$ cat src/rtl/uart_pkg.sv
// Shared constants, state encoding and helpers for the UART receive path.
package uart_pkg;

    localparam int DATA_BITS            = 8;
    localparam int DEFAULT_CLKS_PER_BIT = 104;

    typedef enum logic [2:0] {
        IDLE      = 3'd0,
        START     = 3'd1,
        DATA      = 3'd2,
        STOP      = 3'd3,
        WAIT_IDLE = 3'd4
    } rx_state_e;

    function automatic logic maj3(input logic a, input logic b, input logic c);
        return (a & b) | (a & c) | (b & c);
    endfunction

endpackage

$ cat src/rtl/uart_rx_bit_timer.sv
// Baud counter for the receiver: counts up from a clear, saturates at the bit
// period and flags the half-bit and full-bit decision points.
module uart_rx_bit_timer
    import uart_pkg::*;
#(
    parameter int CLKS_PER_BIT = DEFAULT_CLKS_PER_BIT,
    parameter int CNT_W        = 16,
    parameter int HALF_AT      = CLKS_PER_BIT / 2 - 1
) (
    input  logic clk,
    input  logic rst_n,
    input  logic clear_i,
    input  logic run_i,
    output logic half_o,
    output logic full_o
);

    localparam logic [CNT_W-1:0] FULL_V = CNT_W'(CLKS_PER_BIT - 1);
    localparam logic [CNT_W-1:0] HALF_V = CNT_W'(HALF_AT);

    logic [CNT_W-1:0] cnt_q;
    logic [CNT_W-1:0] cnt_d;

    // Holding at FULL_V keeps the counter from ever wrapping, even if a
    // decision point were missed.
    always_comb begin
        cnt_d = cnt_q;
        if (clear_i) begin
            cnt_d = '0;
        end else if (run_i && (cnt_q != FULL_V)) begin
            cnt_d = cnt_q + CNT_W'(1);
        end
    end

    // NOTE: state registers use non-blocking assignments so every flop samples
    // the pre-edge values of its peers, regardless of process order.
    always_ff @(posedge clk or negedge rst_n) begin
        if (!rst_n) begin
            cnt_q <= '0;
        end else begin
            cnt_q <= cnt_d;
        end
    end

    assign half_o = (cnt_q == HALF_V);
    assign full_o = (cnt_q == FULL_V);

endmodule

$ cat src/rtl/uart_rx_sampler.sv
// 8N1 UART receiver with mid-bit sampling and framing-error detection.
// Define UART_RX_MAJORITY_EN for 2-of-3 voting around each sample point.
module uart_rx_sampler
    import uart_pkg::*;
#(
    parameter int CLKS_PER_BIT = DEFAULT_CLKS_PER_BIT,
    parameter int CNT_W        = 16
) (
    input  logic       clk,
    input  logic       rst_n,
    input  logic       enable,
    input  logic       rx,
    output logic [7:0] data,
    output logic       data_valid,
    output logic       frame_error,
    output logic       busy
);

`ifdef UART_RX_MAJORITY_EN
    localparam int VOTE_LAG = 1;
`else
    localparam int VOTE_LAG = 0;
`endif

    rx_state_e            state_q, state_d;
    logic [2:0]           bit_idx_q, bit_idx_d;
    logic [DATA_BITS-1:0] shift_q, shift_d;
    logic [DATA_BITS-1:0] data_q, data_d;
    logic                 dv_q, dv_d;
    logic                 fe_q, fe_d;

    logic rx_meta_q, rx_s_q, rx_last_q;
    logic bit_sample;
    logic tmr_clear, tmr_run, tmr_half, tmr_full;

    always_ff @(posedge clk or negedge rst_n) begin
        if (!rst_n) begin
            rx_meta_q <= 1'b1;
            rx_s_q    <= 1'b1;
            rx_last_q <= 1'b1;
        end else begin
            rx_meta_q <= rx;
            rx_s_q    <= rx_meta_q;
            rx_last_q <= rx_s_q;
        end
    end

`ifdef UART_RX_MAJORITY_EN
    // Start-point offset of one cycle shifts every later decision by one, so
    // the vote window {prev2, last, current} straddles the nominal sample.
    logic rx_prev2_q;

    always_ff @(posedge clk or negedge rst_n) begin
        if (!rst_n) begin
            rx_prev2_q <= 1'b1;
        end else begin
            rx_prev2_q <= rx_last_q;
        end
    end

    assign bit_sample = maj3(rx_s_q, rx_last_q, rx_prev2_q);
`else
    assign bit_sample = rx_s_q;
`endif

    assign tmr_run = (state_q == START) || (state_q == DATA) || (state_q == STOP);

    uart_rx_bit_timer #(
        .CLKS_PER_BIT(CLKS_PER_BIT),
        .CNT_W       (CNT_W),
        .HALF_AT     (CLKS_PER_BIT / 2 - 1 + VOTE_LAG)
    ) u_timer (
        .clk    (clk),
        .rst_n  (rst_n),
        .clear_i(tmr_clear),
        .run_i  (tmr_run),
        .half_o (tmr_half),
        .full_o (tmr_full)
    );

    // NOTE: every signal driven here gets a default first, so no path through
    // the case statement can leave one unassigned and infer a latch.
    always_comb begin
        state_d   = state_q;
        bit_idx_d = bit_idx_q;
        shift_d   = shift_q;
        data_d    = data_q;
        dv_d      = 1'b0;
        fe_d      = 1'b0;
        tmr_clear = 1'b0;

        unique case (state_q)
            IDLE: begin
                tmr_clear = 1'b1;
                if (!rx_s_q && rx_last_q) begin
                    state_d = START;
                end
            end
            START: begin
                if (tmr_half) begin
                    tmr_clear = 1'b1;
                    if (!bit_sample) begin
                        state_d   = DATA;
                        bit_idx_d = '0;
                    end else begin
                        state_d = IDLE;
                    end
                end
            end
            DATA: begin
                if (tmr_full) begin
                    tmr_clear = 1'b1;
                    shift_d   = {bit_sample, shift_q[DATA_BITS-1:1]};
                    if (bit_idx_q == 3'(DATA_BITS - 1)) begin
                        state_d = STOP;
                    end else begin
                        bit_idx_d = bit_idx_q + 3'd1;
                    end
                end
            end
            STOP: begin
                if (tmr_full) begin
                    tmr_clear = 1'b1;
                    bit_idx_d = '0;
                    if (bit_sample) begin
                        data_d  = shift_q;
                        dv_d    = 1'b1;
                        state_d = IDLE;
                    end else begin
                        fe_d    = 1'b1;
                        state_d = WAIT_IDLE;
                    end
                end
            end
            WAIT_IDLE: begin
                tmr_clear = 1'b1;
                if (rx_s_q) begin
                    state_d = IDLE;
                end
            end
            default: begin
                tmr_clear = 1'b1;
                state_d   = IDLE;
            end
        endcase

        if (!enable) begin
            state_d   = IDLE;
            bit_idx_d = '0;
            data_d    = data_q;
            dv_d      = 1'b0;
            fe_d      = 1'b0;
            tmr_clear = 1'b1;
        end
    end

    always_ff @(posedge clk or negedge rst_n) begin
        if (!rst_n) begin
            state_q   <= IDLE;
            bit_idx_q <= '0;
            shift_q   <= '0;
            data_q    <= '0;
            dv_q      <= 1'b0;
            fe_q      <= 1'b0;
        end else begin
            state_q   <= state_d;
            bit_idx_q <= bit_idx_d;
            shift_q   <= shift_d;
            data_q    <= data_d;
            dv_q      <= dv_d;
            fe_q      <= fe_d;
        end
    end

    assign data        = data_q;
    assign data_valid  = dv_q;
    assign frame_error = fe_q;
    assign busy        = (state_q != IDLE);

endmodule

$ cat config.mk
export PLATFORM = sky130hd
export DESIGN_NAME = uart_rx_sampler
export DESIGN_NICKNAME = d
export VERILOG_FILES = /design/src/rtl/uart_pkg.sv /design/src/rtl/uart_rx_bit_timer.sv /design/src/rtl/uart_rx_sampler.sv
export SDC_FILE = /design/constraint.sdc
export NUM_CORES = 1
export LEC_CHECK = 0
export BUFFER_PORTS_ARGS = -buffer_cell sky130_fd_sc_hd__buf_2
export CAP_MARGIN = 20
export CORE_UTILIZATION = 50
export DETAILED_ROUTE_END_ITERATION = 6
export PLACE_DENSITY_LB_ADDON = 0.25
export SYNTH_ARGS = -nofsm -noshare
export SYNTH_HDL_FRONTEND = slang
export SYNTH_HIERARCHICAL = 1
export SYNTH_SLANG_ARGS = --single-unit
$ cat constraint.sdc
create_clock -name clk -period 2.71 [get_ports clk]
set_clock_uncertainty 0.1 [all_clocks]
set_input_delay 0 -clock clk [delete_from_list [all_inputs] [get_ports clk]]
set_output_delay 0 -clock clk [all_outputs]
set_load 0.02 [all_outputs]
==> results of run 1 <==
cells in the mapped netlist, types with 5 or more instances:
master and n:
dfrtp_1 40, xnor2_1 6, a21oi_1 10, or3_1 8, nand2_1 10, nor3_1 5, nor2_1 15, mux2_2 8
nor4_1 5, mux2_1 8, nand3_1 7, mux2i_1 5
power by group:
| part | leakage, nW | total (W) | switching (W) | internal [W] |
|---|---|---|---|---|
| registers | 0.589 | 0.000653 | 0.00000602 | 0.000647 |
| clock network | 0.0581 | 0.000490 | 0.000216 | 0.000274 |
| logic | 0.409 | 0.0000580 | 0.0000361 | 0.0000220 |
| total | 1.06 | 0.00120 | 0.000258 | 0.000943 |
sequential cells by signal, summed over array words and instances (netlist names):
| register | count |
|---|---|
| bit_idx_q | 3 |
| bit_sample | 1 |
| data | 8 |
| data_valid | 1 |
| frame_error | 1 |
| rx_last_q | 1 |
| rx_meta_q | 1 |
| shift_q | 8 |
| state_q | 3 |
| u_timer/cnt_q | 16 |
cells by family after synthesis:
logic type | count (synthesis) | share of synthesized area (%)
simple gates | 74 | 20.8
flops | 43 | 53.2
xor+xnor | 9 | 3.88
fa+ha+maj | 3 | 1.85
compound gates | 19 | 6.22
mux | 21 | 11.3
buf+inv | 11 | 2.71
how the worst max path moves through the flow:
| stage | start | end | slack [ps] | depth (start not counted) |
|---|---|---|---|---|
| after floorplan | u_timer/cnt_q[3] | u_timer/cnt_q[0] | 50 | 8 |
| after global placement | u_timer/cnt_q[9] | data[5] | 180 | 6 |
| after detailed placement | u_timer/cnt_q[9] | data[4] | 110 | 6 |
| after CTS | u_timer/cnt_q[9] | data[4] | 110 | 6 |
| after global routing | u_timer/cnt_q[7] | data[1] | 80 | 6 |
| final | u_timer/cnt_q[9] | bit_idx_q[1] | 170 | 7 |
per-layer routing:
layer | GRT usage, % | share of wire [%] | wire (µm)
met1 | 27.6 | 47 | 1730
met2 | 29.7 | 50 | 1840
met3 | 5.90 | 2.6 | 95
met4 | 7.88 | 0.97 | 36
met5 | 0 | 0 | 0
placed cells by master, fill, tap and decap left out, drive strengths merged, types with 2 or more instances in the layout:
cell type and n:
or3b 2, and3 2, or3 9, dfstp 3, clkbuf 5, nand3 7
nor2 17, nand2b 4, inv 3, xor2 3, nand4 4, mux2i 5
clkinv 2, dlygate4sd3 3, mux2 16, xnor2 6, nand4b 3, nor3 5
buf 20, o21ai 5, a21oi 10, nor3b 2, dfrtp 40, nand2 10
or4 2, nor4 5, ha 3
metrics by stage:
stage | instances | setup WS (ps) | cell area [µm²] | total power (W)
finish | 251 | 174 | 2310 | 0.00120
detailed placement | 240 | 108 | 2170 | 0.000721
global route | 251 | 82.4 | 2310 | 0.00125
floorplan | 180 | 47.3 | 2040 | 0.000698
CTS | 251 | 108 | 2310 | 0.00122
global placement | 240 | 181 | 2170 | 0.000718
timing repair:
action,CTS,global route
hold buffers,3,0
hold endpoints to repair,45,0
setup buffers,0,0
setup endpoints to repair,0,8
gates resized for setup,0,1
final cells by class:
| class | count | share of cell area, % |
|---|---|---|
| flip-flops and latches | 43 | 46.7 |
| multi-input cells | 126 | 39.1 |
| repair buffers | 23 | 6.28 |
| clock buffers | 5 | 2.98 |
| well taps | 48 | 2.60 |
| clock inverters | 3 | 1.89 |
| inverters | 3 | 0.487 |
==> flow_summary.toml, run 1 <==
[yosys]
synth_seq_cells = 43
yosys.area.top_type = "dfrtp_1"
async_flop_share_pct = 100
synth_warnings = 6
ys.flop_type = "dfrtp_1"
synthCells = 180
ys_seq_area_share_pct = 53.2
synth_area_um2 = 2030
synth_edf_count = 0
synth_cell_type_count = 38
syn_area_per_cell_um2 = 11.3
synthTopCellsByArea = "dfrtp_1 (49%), mux2_1 (4.4%), mux2_2 (4.4%), dfstp_2 (3.9%), nor2_1 (2.8%)"
synth_top_area_share_pct = 49.3
syn_nets = 187

[routing]
antenna_left = 0
firstDrtPassIters = 4
drtIter0Drc = 74
num_vias = 1394
drcViolationCount = 0
routed_via_density = 5.55
wl_mm = 3.70
wl_per_cell_um = 14.7

[sta]
rsz0062_at_grt = "false"
min_period_ps = 2540
finalMaxSlewViolations = 0
hold_viol = 0
fin_crit_sh_pct = 93.6
holdWs_ps = 258
fin_setup_tns_ps = 0
fmax_mhz = 394
tightest_slew_ps = 923
slew_headroom_pct = 38.4
finalSetupViolations = 0

[min_path]
whs_endpoint = "bit_sample"
worst_hold_path.num_cells = 0
min_path_type = "reg -> reg"
min_from = "rx_meta_q"

[cts]
cts_tree = "done"
clk_latency_ps = 290
cts_root_buffer = "clkbuf_8"
numCtsBuffers = 5
clk_path_buf_depth = 2
cts_htree_levels = 2
clk_pin_slew_ps = 80
clock-sinks = 43

[floorplan]
die_y_um = 65.7
die_area_um2 = 4320
rows = 22
die_x_um = 65.7
core_area_um2 = 3770
ioPinCount = 15
start_util_pct = 53.8

[cells_and_area]
fillers = 294
area_delta_synth_final_pct = 13.9
multi_input_area_um2 = 903
seq_area_um2 = 1080
drive_above_1_share_pct = 24.6
final_util_pct = 61.3
fin_nets = 209
antenna_cells = 0

[pwr]
leakage_nw = 1.06
peakVddDrop_v = 0.000295
powerDensity_nw_per_um2 = 520

[grt]
track_usage_pct = 20.1
grt_pass1_vias = 1371
gr-total-overflow = 0
grt_max_degree = 44
grt_pass1_wl_mm = 6.38
antenna_found_initial = 0

[placed_design]
place.gp.congestion = 0.789
io_buffers = 14
dp_hpwl_mm = 2.57

[setup_path]
crit_buf_inv = 2
cp_top_family = "simple AND/OR/NAND/NOR gates"
regToRegStartpoint = "u_timer/cnt_q[9]"
slowest_delay_ps = 570
crit_arrival_ps = 2620
crit_fanout = 5
critPathSlowestCell = "or4_4"
crit_path_end_kind = "flip-flop"
criticalPathCategory = "reg -> reg"
worst-r2r-setup-slack_ps = 170
r2r-end = "bit_idx_q[1]"
required_ps = 2790
crit_chain = "or4_4 > nor4_2 > buf_4 > inv_1 > a21o_1 > or3_1 > mux2i_1"
start_kind = "flip-flop"
rr_worst_depth = 7

[status]
status = "finished clean"

[run]
drv_cap = 0
No activity file was read; power rests on OpenSTA's default activity.
==> inputs of run 2 (changes only) <==
ABC_AREA = 1   (was default)
==> run 2 against run 1 <==
Compared with the run above:
- hold slack lost 180 ps
- sequential share of layout area is 4.8 points lower
- cell count is 51% higher
- fmax is 8.9% higher
- largest power group unchanged
- area after synthesis grew 16%
- global-route usage increased by 0.27 points
- total power rose by 39%
==> flow_summary.toml, run 2 <==
[grt]
grt_max_degree = 44
top_usage_layer = "met2"
grt_util_met2_pct = 31.9
antenna_found_initial = 0
gr-total-overflow = 0
track_usage_pct = 20.4
grt_util_met3_pct = 4.42
grt_pass1_wl_mm = 8.05
gr-usage-met1_pct = 28.3
grt_pass1_vias = 1820

[status]
status = "finished clean"

[yosys]
synth_area_um2 = 2350
yosys.area.top_type = "dfrtp_1"
synth_edf_count = 0
synthTopCellsByArea = "dfrtp_1 (43%), nand2_1 (14%), nor2_1 (7.3%), inv_1 (4.9%), nand3_1 (4.0%)"
synth_top_area_share_pct = 42.5
syn_nets = 317
ys_seq_area_share_pct = 45.9
synth_cell_type_count = 27
synth_seq_cells = 43
ys_top_cells_by_count = "nand2_1 (90), nor2_1 (46), dfrtp_1 (40), inv_1 (31), nand3_1 (19)"
synth_warnings = 6
synthMostInstantiatedCell = "nand2_1"
async_flop_share_pct = 100
synthCells = 310
ys.flop_type = "dfrtp_1"
syn_area_per_cell_um2 = 7.60

[pwr]
leakage_nw = 1.32
power_w = 0.00167
powerDensity_nw_per_um2 = 648
peakVddDrop_v = 0.000352

[sta]
setup_ws_ps = 381
hold_viol = 0
finalMaxSlewViolations = 0
finalSetupViolations = 0
min_period_ps = 2330
fmax_mhz = 429
tightest_slew_ps = 945
rsz0062_at_grt = "false"
fin_setup_tns_ps = 0
fin_crit_sh_pct = 86.0
slew_headroom_pct = 37.0

[routing]
routed_via_density = 5.07
num_vias = 1922
drtIter0Drc = 184
drcViolationCount = 0
wl_mm = 4.56
firstDrtPassIters = 4
wl_per_cell_um = 12.0
antenna_left = 0

[cells_and_area]
fillers = 424
top_register = "u_timer/cnt_q"
area_delta_synth_final_pct = 9.46
largest_register_ffs = 16
final_util_pct = 58.0
antenna_cells = 0
drive_above_1_share_pct = 13.5
instances_no_fill = 379
fin_nets = 333
final_common_cell = "nand2_1"
final_cell_mix = "nand2_1 (90), nor2_1 (45), dfrtp_1 (40)"

[setup_path]
crit_chain = "ha_1 > nand3_1 > nor2_2 > nand2_2 > inv_1 > inv_1 > nand3_1 > inv_1 > nor2_2 > inv_1 > nand2_4 > clkinv_2 > nand2_1 > nand2_1"
criticalPathCategory = "reg -> reg"
required_ps = 2800
worst-r2r-setup-slack_ps = 380
critPathSlowestCell = "dfrtp_1"
cp_top_family = "simple AND/OR/NAND/NOR gates"
crit_path_end_kind = "flip-flop"
start_kind = "flip-flop"
slowest_delay_ps = 400
crit_buf_inv = 5
crit_arrival_ps = 2420
crit_top_cell = "inv_1"
crit_fanout = 12

[floorplan]
ioPinCount = 15
die_area_um2 = 4990
rows = 24
die_y_um = 70.6
die_x_um = 70.6
start_util_pct = 53.0
core_area_um2 = 4440

[placed_design]
io_buffers = 14
place.gp.congestion = 0.897
dp.cells = 369
dp_hpwl_mm = 3.26
place_ws_ps = 340

[cts]
clock-sinks = 43
clk_path_buf_depth = 2
cts_tree = "done"
numCtsBuffers = 5
clk_latency_ps = 300
cts_root_buffer = "clkbuf_8"
clk_pin_slew_ps = 80
postCtsSetupBuffers = 0
cts_htree_levels = 2

[min_path]
min_path_type = "in -> reg"

[run]
drv_cap = 0
==> run 2: cell count changes in the layout (fill, tap and decap cells not counted), sizes merged, moves of 9 or more <==
cell   change
nand3     +13
inv       +32
nand2     +85
nor2      +34
mux2      -16
or3        -9
nand4     +10
o21ai     +10
==> run 2: path summary, 6_finish.rpt <==
| check | cells past startpoint | from | end |
|---|---|---|---|
| worst max-delay path | 14 | u_timer/cnt_q[1] | u_timer/cnt_q[9] |
| worst min-delay path | 5 | enable | bit_idx_q[2] |
| worst max register to register | 14 | u_timer/cnt_q[1] | u_timer/cnt_q[9] |
| worst min register to register | 0 | rx_meta_q | bit_sample |
| max in group asynchronous | 2 | rst_n | u_timer/cnt_q[13] |
| min in group asynchronous | 2 | rst_n | u_timer/cnt_q[2] |
==> run 2: cell families (layout without fill, tap and decap cells) <==
kind of cell / Yosys count / count (layout) / synth area share [%]
AOI/OAI and AO/OA: 30 / 30 / 7.28
DFF: 43 / 43 / 45.9
xor gates and xnor gates: 6 / 6 / 2.23
and+or+nand+nor: 185 / 185 / 35.0
adders and majority gates: 3 / 3 / 1.59
buffers and inverters: 43 / 60 / 8.08
==> run 2: layer usage <==
| metal | routed length [µm] | vias up |
|---|---|---|
| met1 | 2270 | 868 |
| met5 | 0 | - |
| met4 | 44 | 0 |
| met3 | 176 | 5 |
| li1 | - | 1013 |
| met2 | 2070 | 36 |
==> run 2: repair_timing <==
action	4_1_cts	5_1_grt
gates resized for setup	0	1
hold buffers	2	0
setup endpoints to repair	0	2
hold endpoints to repair	41	0
==> run 2: final cells by class <==
type | count | area [µm²] | share of cell area (%)
clock buffers | 5 | 68.8 | 2.67
clock inverters | 3 | 46.3 | 1.80
inverters | 35 | 133 | 5.15
multi-input cells | 224 | 1090 | 42.2
flip-flops and latches | 43 | 1080 | 41.9
well taps | 52 | 65.1 | 2.52
repair buffers | 17 | 97.6 | 3.79
==> run 2: worst register-to-register path, cell delays in order (launching register included) <==
cell and delay (ps):
dfrtp_1 400, ha_1 260, nand3_1 120, nor2_2 140
nand2_2 90, inv_1 130, inv_1 80, nand3_1 120
inv_1 90, nor2_2 140, inv_1 100, nand2_4 110
clkinv_2 180, nand2_1 110, nand2_1 60
==> run 2: through the flow <==
step	hold slack, ps	instance area [µm²]
after global routing	126	2580
after global placement	8.67	2440
after detailed placement	9.60	2440
after CTS	68.2	2570
after floorplan	-396	2350
final	73.5	2580
==> run 2: report_power, final <==
part | switching (W) | leakage [nW] | internal (W)
clock | 0.000228 | 0.0548 | 0.000278
sequential | 0.0000344 | 0.589 | 0.000669
combinational | 0.000335 | 0.678 | 0.000126
total | 0.000598 | 1.32 | 0.00107
